$ cat src/rtl/sd_daq_pkg.sv
// Shared sizing helpers for the sigma-delta DAQ decimation path.
package sd_daq_pkg;

    localparam int OSR_DEF    = 64;
    localparam int SETTLE_DEF = 2;

    // Worst-case CIC growth is OSR^3, so 3*log2(OSR) bits plus one holds 0..OSR^3 inclusive.
    function automatic int cic_acc_w(input int osr);
        return 3 * $clog2(osr) + 1;
    endfunction

    localparam int ACC_W_DEF = cic_acc_w(OSR_DEF);

    typedef logic [ACC_W_DEF-1:0] cic_acc_t;

endpackage

$ cat src/rtl/sinc3_decimator_if.sv
// Bitstream input and sample output handshake of the sinc3 decimator.
interface sinc3_decimator_if
    import sd_daq_pkg::*;
#(
    parameter int ACC_W = ACC_W_DEF
);
    logic             bit_en;
    logic             bit_in;
    logic [ACC_W-1:0] sample_out;
    logic             sample_valid;
    logic             sample_ready;
    logic             overrun;
    logic             overrun_clr;

    modport master (
        input  bit_en, bit_in, sample_ready, overrun_clr,
        output sample_out, sample_valid, overrun
    );

    modport slave (
        output bit_en, bit_in, sample_ready, overrun_clr,
        input  sample_out, sample_valid, overrun
    );
endinterface

$ cat src/rtl/cic_comb_stage.sv
// One registered CIC differentiator running at the decimated rate.
module cic_comb_stage
    import sd_daq_pkg::*;
#(
    parameter int W = ACC_W_DEF
) (
    input  logic         clk,
    input  logic         rst,
    input  logic         in_valid,
    input  logic [W-1:0] in_data,
    output logic         out_valid,
    output logic [W-1:0] out_data
);
    logic [W-1:0] dly;

    always_ff @(posedge clk or posedge rst) begin
        if (rst) begin
            dly       <= '0;
            out_data  <= '0;
            out_valid <= 1'b0;
        end else begin
            out_valid <= in_valid;
            if (in_valid) begin
                out_data <= in_data - dly;
                dly      <= in_data;
            end
        end
    end
endmodule

$ cat src/rtl/sinc3_decimator.sv
// Third-order CIC decimator: unipolar 1-bit stream in, one unsigned sample per OSR bits out.
// Integrators, decimation counter, settle gate and output handshake live here.
module sinc3_decimator
    import sd_daq_pkg::*;
#(
    parameter int OSR    = OSR_DEF,
    parameter int ACC_W  = cic_acc_w(OSR),
    parameter int SETTLE = SETTLE_DEF
) (
    input  logic              clk,
    input  logic              rst,
    sinc3_decimator_if.master bus
);
    localparam int CNT_W = $clog2(OSR);
    localparam int SET_W = $clog2(SETTLE + 2);

    logic [ACC_W-1:0] i1, i2, i3;
    logic [ACC_W-1:0] cap, c1, c2, c3;
    logic             cap_valid, c1_valid, c2_valid, c3_valid;
    logic [CNT_W-1:0] cnt;
    logic [SET_W-1:0] settle_cnt;
    logic             tick, settled, arrive, stalled;
    logic [ACC_W-1:0] sample_q;
    logic             valid_q, overrun_q;

    assign tick    = bus.bit_en && (cnt == CNT_W'(OSR - 1));
    assign settled = (settle_cnt == SET_W'(SETTLE));
    assign arrive  = c3_valid && settled;
    assign stalled = valid_q && !bus.sample_ready;

    // Integrators wrap modulo 2^ACC_W on purpose; the combs undo the wrap exactly.
    always_ff @(posedge clk or posedge rst) begin
        if (rst) begin
            i1  <= '0;
            i2  <= '0;
            i3  <= '0;
            cnt <= '0;
        end else if (bus.bit_en) begin
            i1  <= i1 + ACC_W'(bus.bit_in);
            i2  <= i2 + i1;
            i3  <= i3 + i2;
            cnt <= tick ? '0 : cnt + CNT_W'(1);
        end
    end

    // Capture the post-edge value of i3 on the decimation tick.
    always_ff @(posedge clk or posedge rst) begin
        if (rst) begin
            cap       <= '0;
            cap_valid <= 1'b0;
        end else begin
            cap_valid <= tick;
            if (tick) begin
                cap <= i3 + i2;
            end
        end
    end

    cic_comb_stage #(.W(ACC_W)) u_comb1 (
        .clk       (clk),
        .rst       (rst),
        .in_valid  (cap_valid),
        .in_data   (cap),
        .out_valid (c1_valid),
        .out_data  (c1)
    );

    cic_comb_stage #(.W(ACC_W)) u_comb2 (
        .clk       (clk),
        .rst       (rst),
        .in_valid  (c1_valid),
        .in_data   (c1),
        .out_valid (c2_valid),
        .out_data  (c2)
    );

    cic_comb_stage #(.W(ACC_W)) u_comb3 (
        .clk       (clk),
        .rst       (rst),
        .in_valid  (c2_valid),
        .in_data   (c2),
        .out_valid (c3_valid),
        .out_data  (c3)
    );

    // A result landing while the held sample is stalled is dropped; the old sample stays.
    always_ff @(posedge clk or posedge rst) begin
        if (rst) begin
            settle_cnt <= '0;
            sample_q   <= '0;
            valid_q    <= 1'b0;
            overrun_q  <= 1'b0;
        end else begin
            if (c3_valid && !settled) begin
                settle_cnt <= settle_cnt + SET_W'(1);
            end

            if (arrive && !stalled) begin
                sample_q <= c3;
                valid_q  <= 1'b1;
            end else if (valid_q && bus.sample_ready) begin
                valid_q <= 1'b0;
            end

            if (arrive && stalled) begin
                overrun_q <= 1'b1;
            end else if (bus.overrun_clr) begin
                overrun_q <= 1'b0;
            end
        end
    end

    assign bus.sample_out   = sample_q;
    assign bus.sample_valid = valid_q;
    assign bus.overrun      = overrun_q;
endmodule
$ cat src/flat_wrapper.sv
// flat-port wrapper written by rule: the top's interface ports become plain ports
module sinc3_decimator_flat import sd_daq_pkg::*;
#(
    parameter int OSR    = OSR_DEF,
    parameter int ACC_W  = cic_acc_w(OSR),
    parameter int SETTLE = SETTLE_DEF
)
  (clk, rst, bus_bit_en, bus_bit_in, bus_sample_ready, bus_overrun_clr, bus_sample_out, bus_sample_valid, bus_overrun);
  sinc3_decimator_if #(.ACC_W(ACC_W)) bus_i ();
  input  logic clk;
  input  logic rst;
  input wire logic [$bits(bus_i.bit_en)-1:0] bus_bit_en;
  input wire logic [$bits(bus_i.bit_in)-1:0] bus_bit_in;
  input wire logic [$bits(bus_i.sample_ready)-1:0] bus_sample_ready;
  input wire logic [$bits(bus_i.overrun_clr)-1:0] bus_overrun_clr;
  output wire logic [$bits(bus_i.sample_out)-1:0] bus_sample_out;
  output wire logic [$bits(bus_i.sample_valid)-1:0] bus_sample_valid;
  output wire logic [$bits(bus_i.overrun)-1:0] bus_overrun;
  assign bus_i.bit_en = bus_bit_en;
  assign bus_i.bit_in = bus_bit_in;
  assign bus_i.sample_ready = bus_sample_ready;
  assign bus_i.overrun_clr = bus_overrun_clr;
  assign bus_sample_out = bus_i.sample_out;
  assign bus_sample_valid = bus_i.sample_valid;
  assign bus_overrun = bus_i.overrun;
  sinc3_decimator #(.OSR(OSR), .ACC_W(ACC_W), .SETTLE(SETTLE)) u_core (.clk(clk), .rst(rst), .bus(bus_i));
endmodule
$ cat config.mk
export PLATFORM = sky130hd
export DESIGN_NAME = sinc3_decimator_flat
export DESIGN_NICKNAME = d
export VERILOG_FILES = /design/src/rtl/sd_daq_pkg.sv /design/src/rtl/sinc3_decimator_if.sv /design/src/rtl/cic_comb_stage.sv /design/src/rtl/sinc3_decimator.sv /design/src/flat_wrapper.sv
export SDC_FILE = /design/constraint.sdc
export NUM_CORES = 1
export LEC_CHECK = 0
export ABC_AREA = 1
export BUFFER_PORTS_ARGS = -buffer_cell sky130_fd_sc_hd__buf_2
export CAP_MARGIN = 20
export CORE_MARGIN = 2
export CORE_UTILIZATION = 60
export DETAILED_ROUTE_END_ITERATION = 12
export HOLD_SLACK_MARGIN = 0.12
export PLACE_DENSITY = 0.76
export SLEW_MARGIN = 20
export SYNTH_ARGS = -nofsm -noshare
export SYNTH_HDL_FRONTEND = slang
export SYNTH_HIERARCHICAL = 1
export SYNTH_SLANG_ARGS = --single-unit
$ cat constraint.sdc
create_clock -name clk -period 3.8 [get_ports clk]
set_clock_uncertainty 0.05 [all_clocks]
set_input_delay 0.38 -clock clk [delete_from_list [all_inputs] [get_ports clk]]
set_output_delay 0.38 -clock clk [all_outputs]
set_load 0.1 [all_outputs]
==> run metrics <==
run status=complete, no violations; average routed wire per standard cell=between 10 and 15 microns; number of vias per cell=roughly 5.3; Critical Path Most Common Cell=sky130_fd_sc_hd__nand2_1; mean area per synthesized cell=about 7.5 sq um; relative max-transition margin=about two fifths; portion of the clock cycle consumed by the worst path in the final layout=~56%; kind of end point of the critical path=flop; Yosys warning total=6; clock tree from TritonCTS=built; series of cell instances along the critical path=ha_1, inv_1, fa_1, inv_1, nand3_1, nand3_1, nand2_1, nand2_1, nand2_1, nand2_1, nand2_1, nand3_1, nand2_1; power density relative to cell area=625 nW/um^2; number of routed nets with antenna violations=0; drt initial violations=between 600 and 700; library cell with the highest instance count after synthesis=sky130_fd_sc_hd__nand2_1; max-cap violation count=0; starting density of the core=60.9%; Synth cell types=38; fillers=1928; layout overhead on the synthesized area=9.06%; first-pass GRT wire length=about 52000 microns; Die Wd=155 microns; leakage dissipation=8.30 nW; die height=~160 microns; final instance count without filler cells=2164; Core Region=around 23000 sq um; critical path endpoint=u_core/i2[12]$_DFFE_PP0P_; number of flops mapped to enable cells by yosys=0; buffer cell driving the clock tree root=sky130_fd_sc_hd__clkbuf_16; origin of the critical flop-to-flop path=u_core/i1[0]$_DFFE_PP0P_; share of final-layout standard cells stronger than drive strength 1=~6.5%; global placement routability congestion=slightly below 0.9; count of buffers inserted at the top-level ports=26; highest fanout seen on the critical path=5; R2R depth=13; worst skew pair latency=around 0.53 ns; unrepaired setup endpoints after global routing=false; number of logic stages on the critical path including buffering=13; number of antenna violations at the first check in global routing=0; category of cells accounting for the largest share of critical-path delay=simple AND/OR/NAND/NOR gates; # IOs=27; # hold bufs at CTS=4; reg-to-reg endpoint=u_core/i2[12]$_DFFE_PP0P_; IR Drop Worst-Case VDD=about 0.33 mV; Post-Synthesis Cells=1833; most area-consuming cells after synthesis=sky130_fd_sc_hd__dfrtp_1 (41%), sky130_fd_sc_hd__nand2_1 (18%), sky130_fd_sc_hd__ha_1 (8.6%); critical path startpoint category=flop; Final HPWL DP=roughly 22000 microns; netlist area before placement=~14000 sq um; internal reg-to-reg setup slack=1.68 ns; crit path time final=roughly 2.1 ns; Post-Route Setup TNS=0 ns; number of max-slew violations in the final report=0; maximum root-to-sink buffer count=3; slew at the pin with the worst max-slew slack=~0.89 ns; area share of the largest cell type after synthesis=40.6%; number of diodes added for antenna fixing=0; Pre-Repair DR Iteration Count=5; GR Overflow Total=0; Placed Cells=around 2100; post-synthesis sequential element count=roughly 220; number of clock sinks=approximately 220; Data required, critical path=~4.2 ns; Post-route DRC=0; share of synthesized area occupied by flip-flops and latches=40.6%; Crit path largest cell delay=a little under 0.4 ns; final wirelength=30200 microns; Fmax achieved=between 400 and 500 MHz; critical path class=reg -> reg; post-cts sizing count=0; count of buffer and inverter cells on the critical path=2; vias in the first global route=approximately 11000; total vias in the final route=about 12000; pin count of the biggest net entering global routing=between 50 and 60; share of async-settable or async-resettable flops after synthesis=between 90% and 100%; TritonCTS Buffers=24; Final setup viols=0; launching element of the worst setup path=u_core/i1[0]$_DFFE_PP0P_; leading area contributor after synthesis=sky130_fd_sc_hd__dfrtp_1; Net count, final=slightly below 2000; Rows=55; total nets after synthesis=1938; top post-synthesis cells by count=sky130_fd_sc_hd__nand2_1 (672), sky130_fd_sc_hd__dfrtp_1 (223), sky130_fd_sc_hd__inv_1 (217); number of hold violations in the final report=0; dominant register cell in the synthesized netlist=sky130_fd_sc_hd__dfrtp_1; overall global routing resource usage=25.8%; classification of the worst-slack hold path=in -> reg; die footprint=between 20000 and 25000 sq um; clock-pin slew on the worst setup and hold paths=approximately 0.060 ns; WP data arrival=about 2.5 ns; CTS HTree Levels=1; # Post-CTS Setup Buffers=0; Critical Path Slowest Stage Cell=sky130_fd_sc_hd__dfrtp_1
[cells in the final DEF (no fill, tap or decap), types with 13 or more instances in the layout]
cell type | netlist | routed
sky130_fd_sc_hd__a21oi_1 | 74 | 74
sky130_fd_sc_hd__buf_2 | 1 | 26
sky130_fd_sc_hd__clkbuf_16 | 0 | 24
sky130_fd_sc_hd__dfrtp_1 | 223 | 223
sky130_fd_sc_hd__ha_1 | 94 | 94
sky130_fd_sc_hd__inv_1 | 217 | 216
sky130_fd_sc_hd__mux2_2 | 19 | 19
sky130_fd_sc_hd__nand2_1 | 672 | 672
sky130_fd_sc_hd__nand3_1 | 122 | 122
sky130_fd_sc_hd__nand3b_1 | 24 | 24
sky130_fd_sc_hd__nor2_1 | 96 | 96
sky130_fd_sc_hd__nor3_1 | 13 | 13
sky130_fd_sc_hd__o21ai_0 | 107 | 107
sky130_fd_sc_hd__o21ai_1 | 15 | 15
sky130_fd_sc_hd__xnor2_1 | 40 | 40
sky130_fd_sc_hd__xor2_1 | 19 | 19
[worst register-to-register path, cell delays in order, from the launching register on]
cell,delay [ns]
sky130_fd_sc_hd__dfrtp_1,0.39
sky130_fd_sc_hd__ha_1,0.24
sky130_fd_sc_hd__inv_1,0.07
sky130_fd_sc_hd__fa_1,0.35
sky130_fd_sc_hd__inv_1,0.14
sky130_fd_sc_hd__nand3_1,0.09
sky130_fd_sc_hd__nand3_1,0.12
sky130_fd_sc_hd__nand2_1,0.07
sky130_fd_sc_hd__nand2_1,0.16
sky130_fd_sc_hd__nand2_1,0.11
sky130_fd_sc_hd__nand2_1,0.07
sky130_fd_sc_hd__nand2_1,0.04
sky130_fd_sc_hd__nand3_1,0.06
sky130_fd_sc_hd__nand2_1,0.05
[metal layers]
metal / vias to the layer above / share of wire [%] / GRT usage [%]
li1: 5874 / - / -
met3: 52 / 3.5 / 2.84
met2: 210 / 50 / 46.5
met5: - / 0 / 0
met4: 0 / 2.2 / 6.38
met1: 5435 / 44 / 33.4
[kinds of logic after synthesis]
logic type | synth area share (%)
flops | 40.6
xor+xnor | 3.76
simple gates | 29.5
buf+inv | 7.74
compound gates | 7.54
fa+ha+maj | 9.28
mux | 1.56
[power by group]
part | switching, mW | internal, mW | total (mW) | leakage (nW)
logic | 2.48 | 1.41 | 3.89 | 4.81
clock network | 0.951 | 1.63 | 2.58 | 0.428
registers | 0.255 | 2.64 | 2.90 | 3.06
[final cells by class]
| type | count | area (sq um) | area share (%) |
|---|---|---|---|
| multi-input combinational | 1352 | 7100 | 47.4 |
| sequential | 223 | 5580 | 37.2 |
| inverter | 221 | 832 | 5.55 |
| clock buffer | 33 | 664 | 4.43 |
| tap | 285 | 357 | 2.38 |
| timing repair buffer | 39 | 238 | 1.59 |
| clock inverter | 11 | 219 | 1.46 |
[worst min-delay path by stage]
| stage | start | endpoint | slack [ns] | depth (start not counted) |
|---|---|---|---|---|
| after CTS | bus_bit_in | u_core/i1[0]$_DFFE_PP0P_ | 0.14 | 4 |
| after global routing | bus_bit_in | u_core/i1[0]$_DFFE_PP0P_ | 0.19 | 4 |
| after global placement | rst | u_core/u_comb1/out_data[13]$_DFFE_PP0P_ | 0.25 | 2 |
| after detailed placement | rst | u_core/u_comb1/out_data[13]$_DFFE_PP0P_ | 0.26 | 2 |
| after floorplan | u_core/cap_valid$_DFF_PP0_ | u_core/u_comb1/out_valid$_DFF_PP0_ | 0.34 | 0 |
| final | bus_bit_in | u_core/i1[0]$_DFFE_PP0P_ | 0.15 | 4 |
[metrics by stage]
step                setup slack [ns]  hold WS [ns]  utilization [%]  cell area [sq um]  power [mW]
global placement                1.60         0.253             62.3              14100        6.63
floorplan                      0.581         0.343                -              13700        5.93
detailed placement              1.55         0.258             62.3              14100        6.74
CTS                             1.72         0.140             66.4              15000        9.38
global route                    1.52         0.186             66.4              15000        10.1
finish                          1.68         0.146             66.4              15000        9.37
Power figures use the tool's default switching activity.
